## config.mk

```make
export PLATFORM = sky130hd
export DESIGN_NAME = qracc_bus_initiator
export DESIGN_NICKNAME = d
export VERILOG_FILES = /design/src/rtl/qracc_bus_initiator.sv
export SDC_FILE = /design/constraint.sdc
export NUM_CORES = 1
export LEC_CHECK = 0
export ABC_AREA = 1
export CORE_MARGIN = 2
export CORE_UTILIZATION = 50
export DETAILED_ROUTE_END_ITERATION = 10
export PLACE_DENSITY = 0.81
export SETUP_SLACK_MARGIN = 0.4
export SLEW_MARGIN = 40
export SYNTH_ARGS = -nofsm -noshare
export SYNTH_HDL_FRONTEND = slang
export SYNTH_SLANG_ARGS = --single-unit
```

## constraint.sdc

```tcl
create_clock -name clk -period 7.4 [get_ports clk]
set_clock_uncertainty 0.15 [all_clocks]
set_input_delay 0.74 -clock clk [delete_from_list [all_inputs] [get_ports clk]]
set_output_delay 0.74 -clock clk [all_outputs]
set_load 0.03 [all_outputs]
```

## src/rtl/qracc_bus_initiator.sv

```systemverilog
// qracc_bus_initiator
// Burst bus master for the QRAcc data port. Accepts write/read burst
// commands, streams write payload from a prefillable FIFO onto the
// valid/ready bus, and collects read returns into a first-word-fall-through
// FIFO. Read requests are credit limited so returns can never overflow
// the read FIFO.
// Optional feature: define QRACC_BUS_INITIATOR_TIMEOUT_EN to add a stall
// watchdog that sets a sticky error_o and returns the FSM to IDLE.
module qracc_bus_initiator #(
    parameter int DATA_W         = 128,
    parameter int ADDR_W         = 32,
    parameter int LEN_W          = 16,
    parameter int FIFO_DEPTH     = 4,
    parameter int TIMEOUT_CYCLES = 1024
) (
    input  logic              clk,
    input  logic              nrst,
    input  logic              cmd_valid_i,
    output logic              cmd_ready_o,
    input  logic              cmd_wen_i,
    input  logic [ADDR_W-1:0] cmd_addr_i,
    input  logic [LEN_W-1:0]  cmd_len_i,
    input  logic              abort_i,
    input  logic              wdata_valid_i,
    output logic              wdata_ready_o,
    input  logic [DATA_W-1:0] wdata_i,
    output logic              rdata_valid_o,
    input  logic              rdata_ready_i,
    output logic [DATA_W-1:0] rdata_o,
    output logic              bus_valid_o,
    input  logic              bus_ready_i,
    output logic              bus_wen_o,
    output logic [ADDR_W-1:0] bus_addr_o,
    output logic [DATA_W-1:0] bus_data_o,
    input  logic [DATA_W-1:0] bus_rd_data_i,
    input  logic              bus_rd_data_valid_i,
    output logic              busy_o,
    output logic              done_o,
    output logic              error_o
);

    localparam int PTR_W = $clog2(FIFO_DEPTH);
    localparam int CNT_W = PTR_W + 1;

    // Reject configurations the pointer arithmetic cannot handle.
    if ((FIFO_DEPTH < 2) || ((FIFO_DEPTH & (FIFO_DEPTH - 1)) != 0) || (TIMEOUT_CYCLES < 1)) begin : g_bad_param
        $error("qracc_bus_initiator: FIFO_DEPTH must be a power of two >= 2 and TIMEOUT_CYCLES >= 1");
    end

    typedef enum logic [1:0] {
        S_IDLE  = 2'd0,
        S_WRITE = 2'd1,
        S_READ  = 2'd2,
        S_DONE  = 2'd3
    } state_t;

    state_t r_state;
    state_t w_state_nxt;

    // Burst context
    logic [ADDR_W-1:0] r_base;
    logic [LEN_W-1:0]  r_len;
    logic [LEN_W-1:0]  r_issued;
    logic [LEN_W-1:0]  r_returned;
    logic [CNT_W-1:0]  r_outstanding;

    // Write FIFO
    logic [DATA_W-1:0] r_wmem [FIFO_DEPTH];
    logic [PTR_W-1:0]  r_wf_wr;
    logic [PTR_W-1:0]  r_wf_rd;
    logic [CNT_W-1:0]  r_wf_cnt;

    // Read FIFO
    logic [DATA_W-1:0] r_rmem [FIFO_DEPTH];
    logic [PTR_W-1:0]  r_rf_wr;
    logic [PTR_W-1:0]  r_rf_rd;
    logic [CNT_W-1:0]  r_rf_cnt;

    logic w_cmd_ready;
    logic w_cmd_hs;
    logic w_busy;
    logic w_done;
    logic w_wf_full;
    logic w_wf_empty;
    logic w_wf_push;
    logic w_wf_pop;
    logic w_rf_empty;
    logic w_rf_push;
    logic w_rf_pop;
    logic w_has_credit;
    logic w_wr_valid;
    logic w_rd_valid;
    logic w_bus_valid;
    logic w_bus_hs;
    logic w_rd_req;
    logic w_last_wr;
    logic w_last_rd;
    logic w_timeout;
    logic w_flush;

    assign w_wf_full  = (r_wf_cnt == CNT_W'(FIFO_DEPTH));
    assign w_wf_empty = (r_wf_cnt == '0);
    assign w_rf_empty = (r_rf_cnt == '0);

    // Credit = free read-FIFO slots not already promised to an outstanding request.
    assign w_has_credit = ({1'b0, r_rf_cnt} + {1'b0, r_outstanding}) < (CNT_W + 1)'(FIFO_DEPTH);

    assign w_wr_valid  = (r_state == S_WRITE) && !w_wf_empty;
    assign w_rd_valid  = (r_state == S_READ) && (r_issued < r_len) && w_has_credit;
    assign w_bus_valid = w_wr_valid || w_rd_valid;
    assign w_bus_hs    = w_bus_valid && bus_ready_i;
    assign w_rd_req    = w_rd_valid && bus_ready_i;

    assign w_cmd_hs  = cmd_valid_i && w_cmd_ready;
    assign w_wf_push = wdata_valid_i && !w_wf_full;
    assign w_wf_pop  = w_wr_valid && bus_ready_i;
    // Returns outside READ or beyond the burst length are dropped.
    assign w_rf_push = bus_rd_data_valid_i && (r_state == S_READ) && (r_returned != r_len);
    assign w_rf_pop  = !w_rf_empty && rdata_ready_i;

    // WRITE/READ are only entered with a non-zero length, so len-1 cannot underflow there.
    assign w_last_wr = (r_issued == (r_len - LEN_W'(1)));
    assign w_last_rd = w_rf_push && ((r_returned + LEN_W'(1)) == r_len);

    assign w_flush = abort_i || w_timeout;

`ifdef QRACC_BUS_INITIATOR_TIMEOUT_EN
    localparam int TO_W = $clog2(TIMEOUT_CYCLES + 1);

    logic [TO_W-1:0] r_to_cnt;
    logic            r_error;
    logic            w_stall;

    assign w_stall   = w_bus_valid && !bus_ready_i;
    // Fires on the TIMEOUT_CYCLES-th consecutive stalled cycle; abort takes precedence.
    assign w_timeout = w_stall && (r_to_cnt == TO_W'(TIMEOUT_CYCLES - 1)) && !abort_i;
    assign error_o   = r_error;

    // Stall watchdog and sticky error flag (only reset clears the flag).
    always_ff @(posedge clk or negedge nrst) begin
        if (!nrst) begin
            r_to_cnt <= '0;
            r_error  <= 1'b0;
        end else begin
            if (abort_i || w_timeout || !w_stall) begin
                r_to_cnt <= '0;
            end else begin
                r_to_cnt <= r_to_cnt + TO_W'(1);
            end
            if (w_timeout) begin
                r_error <= 1'b1;
            end
        end
    end
`else
    assign w_timeout = 1'b0;
    assign error_o   = 1'b0;
`endif

    // FSM state register.
    always_ff @(posedge clk or negedge nrst) begin
        if (!nrst) begin
            r_state <= S_IDLE;
        end else begin
            r_state <= w_state_nxt;
        end
    end

    // FSM next-state and status outputs; flush (abort/timeout) overrides everything.
    always_comb begin
        w_state_nxt = r_state;
        w_busy      = 1'b1;
        w_done      = 1'b0;
        w_cmd_ready = 1'b0;
        case (r_state)
            S_IDLE: begin
                w_busy      = 1'b0;
                w_cmd_ready = 1'b1;
                if (cmd_valid_i) begin
                    if (cmd_len_i == '0) begin
                        w_state_nxt = S_DONE;
                    end else if (cmd_wen_i) begin
                        w_state_nxt = S_WRITE;
                    end else begin
                        w_state_nxt = S_READ;
                    end
                end
            end
            S_WRITE: begin
                if (w_wf_pop && w_last_wr) begin
                    w_state_nxt = S_DONE;
                end
            end
            S_READ: begin
                if (w_last_rd) begin
                    w_state_nxt = S_DONE;
                end
            end
            S_DONE: begin
                w_done      = 1'b1;
                w_state_nxt = S_IDLE;
            end
            default: begin
                w_state_nxt = S_IDLE;
            end
        endcase
        if (w_flush) begin
            w_state_nxt = S_IDLE;
        end
    end

    // Burst context: latch the command, then track issued/returned beats and in-flight reads.
    always_ff @(posedge clk or negedge nrst) begin
        if (!nrst) begin
            r_base        <= '0;
            r_len         <= '0;
            r_issued      <= '0;
            r_returned    <= '0;
            r_outstanding <= '0;
        end else if (w_flush) begin
            r_issued      <= '0;
            r_returned    <= '0;
            r_outstanding <= '0;
        end else if (w_cmd_hs) begin
            r_base        <= cmd_addr_i;
            r_len         <= cmd_len_i;
            r_issued      <= '0;
            r_returned    <= '0;
            r_outstanding <= '0;
        end else begin
            if (w_bus_hs) begin
                r_issued <= r_issued + LEN_W'(1);
            end
            if (w_rf_push) begin
                r_returned <= r_returned + LEN_W'(1);
            end
            if (w_rd_req && !w_rf_push) begin
                r_outstanding <= r_outstanding + CNT_W'(1);
            end else if (!w_rd_req && w_rf_push && (r_outstanding != '0)) begin
                r_outstanding <= r_outstanding - CNT_W'(1);
            end
        end
    end

    // Write FIFO storage (data path, not reset).
    always_ff @(posedge clk) begin
        if (w_wf_push && !w_flush) begin
            r_wmem[r_wf_wr] <= wdata_i;
        end
    end

    // Write FIFO pointers and occupancy.
    always_ff @(posedge clk or negedge nrst) begin
        if (!nrst) begin
            r_wf_wr  <= '0;
            r_wf_rd  <= '0;
            r_wf_cnt <= '0;
        end else if (w_flush) begin
            r_wf_wr  <= '0;
            r_wf_rd  <= '0;
            r_wf_cnt <= '0;
        end else begin
            if (w_wf_push) begin
                r_wf_wr <= r_wf_wr + PTR_W'(1);
            end
            if (w_wf_pop) begin
                r_wf_rd <= r_wf_rd + PTR_W'(1);
            end
            r_wf_cnt <= r_wf_cnt + CNT_W'(w_wf_push) - CNT_W'(w_wf_pop);
        end
    end

    // Read FIFO storage (data path, not reset).
    always_ff @(posedge clk) begin
        if (w_rf_push && !w_flush) begin
            r_rmem[r_rf_wr] <= bus_rd_data_i;
        end
    end

    // Read FIFO pointers and occupancy.
    always_ff @(posedge clk or negedge nrst) begin
        if (!nrst) begin
            r_rf_wr  <= '0;
            r_rf_rd  <= '0;
            r_rf_cnt <= '0;
        end else if (w_flush) begin
            r_rf_wr  <= '0;
            r_rf_rd  <= '0;
            r_rf_cnt <= '0;
        end else begin
            if (w_rf_push) begin
                r_rf_wr <= r_rf_wr + PTR_W'(1);
            end
            if (w_rf_pop) begin
                r_rf_rd <= r_rf_rd + PTR_W'(1);
            end
            r_rf_cnt <= r_rf_cnt + CNT_W'(w_rf_push) - CNT_W'(w_rf_pop);
        end
    end

    // Address/data are zeroed while no request is offered so outputs never show stale storage.
    assign bus_valid_o   = w_bus_valid;
    assign bus_wen_o     = w_wr_valid;
    assign bus_addr_o    = w_bus_valid ? (r_base + ADDR_W'(r_issued)) : '0;
    assign bus_data_o    = w_wr_valid ? r_wmem[r_wf_rd] : '0;
    assign rdata_valid_o = !w_rf_empty;
    assign rdata_o       = w_rf_empty ? '0 : r_rmem[r_rf_rd];
    assign wdata_ready_o = !w_wf_full;
    assign cmd_ready_o   = w_cmd_ready;
    assign busy_o        = w_busy;
    assign done_o        = w_done;

endmodule

```

==> results.yml <==
sta:
  slew_violations: 0
  holdWs_ns: 0.368
  rsz0062_at_grt: "no"
  fmax_mhz: 196
  worst_pin_slew_ns: 0.919
  layout_min_cycle_time_ns: 5.11
  slew_headroom_pct: 38.8
  period_share_pct: 69.1
  setup_ws_ns: 2.29
  tns_ns: 0
  finalSetupViolCount: 0
  hold_viol: 0
clock_tree:
  clkLatencyLatePin_ns: 0.70
  path_clk_slew_ns: 0.06
  clock_sinks: 1123
  clk_path_buf_depth: 3
  cts_tree: "done"
  htree_levels: 3
  cts_inserted_buffers: 111
  root_buffer: "clkbuf_16"
  post_cts_buffers: 0
power_and_ir_drop:
  ir_drop_mv: 0.339
  p_total_w: 0.0197
  power_leakage_nw: 20.3
  p_per_area_nw_per_um2: 339
die:
  io_pins: 609
  dieArea_um2: 96600
  initial_core_util_pct: 50.4
  die_h_um: 311
  placementRows: 112
  core-area_um2: 93300
  fp.dieW_um: 311
setup_path:
  worstPathRequired_ns: 6.51
  crit_path_max_incr_delay_ns: 0.66
  end_kind: "output port"
  start_kind: "flip-flop"
  critPathBufInv: 5
  worst-path-max-fanout: 21
  critical_path.top_delay_family: "buffers and inverters"
  crit_slowest_cell: "clkdlybuf4s50_1"
  cp.arrival_ns: 4.22
  path_class: "reg2out"
  crit_chain: "inv_2 -> ha_1 -> nand2_1 -> inv_1 -> nor3_1 -> o211ai_1 -> nor4_2 -> nand2_1 -> nand2_1 -> inv_1 -> a21oi_1 -> o21ai_0 -> inv_1 -> clkdlybuf4s50_1"
logic_synthesis:
  syn-instance-count: 4151
  syn_area_per_cell_um2: 11.3
  synth-edff-count: 1024
  netlist_area_um2: 47100
  syn_nets: 4521
  yosysWarnings: 0
  ys_seq_area_share_pct: 70.6
  synth_top_flop_cell: "edfxtp_1"
  synth_seq_cells: 1123
  async_flop_share_pct: 8.82
  ys_types: 45
detailed_routing:
  num_vias: 34200
  vias_per_cell: 5.62
  met3_length_um: 10300
  drtPass1Iterations: 9
  wl_per_cell_um: 21.2
  drc: 2
  dr_wl_met2_um: 63900
  drt-initial-drc-count: 3806
  final_antenna_net_count: 0
  routed_wl_um: 129000
  wl_met1_um: 47500
  top_layer: "met5"
global_routing:
  antenna_found_initial: 50
  grt_pass1_vias: 32700
  grt-ovfl-total: 0
  grt_max_degree: 176
  grt_usage_pct: 25.6
  grt_pass1_wl_um: 192000
place:
  io_buffer_count: 607
  dp_slack_ns: 3.06
  hpwl_um: 78700
  place_congestion: 0.940
layout:
  finalNetCount: 5061
  area_delta_synth_final_pct: 23.7
  nFillCells: 6866
  drive_gt1_share_pct: 5.69
hold_path:
  hp-class: "reg2reg"
status:
  status: "complete, but fails checks"
  violations: "DRC"
flow_run:
  drv_cap: 0
registers in the layout (all words and copies together) (netlist names), 3 cells and up:
name / flops
r_len: 16
r_issued: 16
r_rf_cnt: 3
r_base: 32
r_returned: 16
r_wf_cnt: 3
r_outstanding: 3
r_wmem: 512
r_rmem: 512
kinds of logic after synthesis:
logic type / Yosys count / synth area share [%]
muxes: 21 / 0.503
and+or+nand+nor: 1595 / 13.4
AOI/OAI and AO/OA: 931 / 10.0
adders and majority gates: 57 / 1.58
DFF: 1123 / 70.6
buffers and inverters: 374 / 3.02
xor gates and xnor gates: 49 / 0.912
other: 1 / 0.00797
metrics by stage:
step,util [%],instance area (um2),cells
finish,62.4,58200,6074
global placement,58.2,54300,5820
floorplan,-,47100,4151
CTS,62.2,58100,6032
global route,62.4,58200,6071
detailed placement,58.4,54500,5829
power breakdown:
group	internal [W]	total (W)	switching (W)
combinational	0.00223	0.00661	0.00438
sequential	0.00734	0.00762	0.000281
clock	0.00314	0.00549	0.00235
routing by layer:
layer / vias up / global-route usage [%]
met5: - / 0
met4: 22 / 15.2
met3: 342 / 5.55
met2: 1639 / 41.9
met1: 16500 / 31.3
li1: 15600 / -
cell usage in the layout (no fill, tap or decap), drive strengths merged:
cell	n
nand3b	1
bufinv	10
o211ai	1
dfrtp	99
conb	1
nor2	1198
mux2	21
a31oi	3
edfxtp	1024
and3	1
a21oi	342
o21ai	571
diode	40
a21o	4
nand4	20
o22ai	4
o21bai	3
fa	4
nand3	70
and2	1
nor3b	2
o21a	2
nand2	257
buf	38
nor3	32
xnor2	25
o31ai	1
inv	159
clkinv	46
clkdlybuf4s50	606
clkinvlp	5
xor2	24
nor4	13
dlygate4sd3	1
ha	53
clkbuf	138
worst paths after layout:
check	from	endpoint	slack, ns	cells past startpoint
worst min register to register	r_base[4]$_DFFE_PN0P_	r_base[4]$_DFFE_PN0P_	0.37	1
worst max register to register	r_len[13]$_DFFE_PN0P_	r_rmem[3][95]$_DFFE_PP_	4.17	13
worst min-delay path	r_base[4]$_DFFE_PN0P_	r_base[4]$_DFFE_PN0P_	0.37	1
worst max-delay path	r_len[15]$_DFFE_PN0P_	bus_addr_o[22]	2.29	14
max in group asynchronous	nrst	r_base[5]$_DFFE_PN0P_	5.73	3
min in group asynchronous	nrst	r_len[8]$_DFFE_PN0P_	0.38	2
final cells by class:
class	count	area (um2)	share of cell area [%]
sequential	1123	33200	57.1
multi-input combinational	2654	12500	21.5
timing repair buffer	645	6690	11.5
clock buffer	138	2920	5.02
tap	1254	1570	2.69
inverter	156	611	1.05
clock inverter	64	593	1.02
antenna	40	100	0.172
worst register-to-register path, cell delays in order, from the launching register on:
cell	delay, ns
dfrtp_1	0.46
inv_2	0.11
nand2_1	0.06
nand2_1	0.14
nor2_1	0.08
nand2_1	0.07
nor2_2	0.04
nand2_2	0.08
nand2_4	0.12
nor2_1	0.19
inv_1	0.21
nor2_4	0.28
buf_12	0.27
buf_16	0.45
cells in the mapped netlist (all sizes together) (4+ instances only):
master  count  area [um2]
a21o        4        30.0
a21oi     342        1710
buf        33         140
clkbuf    185         694
dfrtp      99        2480
edfxtp   1024       30700
fa          4        80.1
ha         53         663
inv       154         581
mux2       21         236
nand2     257         982
nand3      70         365
nand4      20         125
nor2     1198        4530
nor3       32         160
nor4       13        87.6
o21ai     571        2860
o22ai       4        25.0
xnor2      25         219
xor2       24         210
timing repair:
action	4_1_cts	5_1_grt
gates resized for setup	0	0
endpoints found under the hold margin	30	0
hold buffers	1	0
Note: power is estimated with default switching activity, not from simulation.
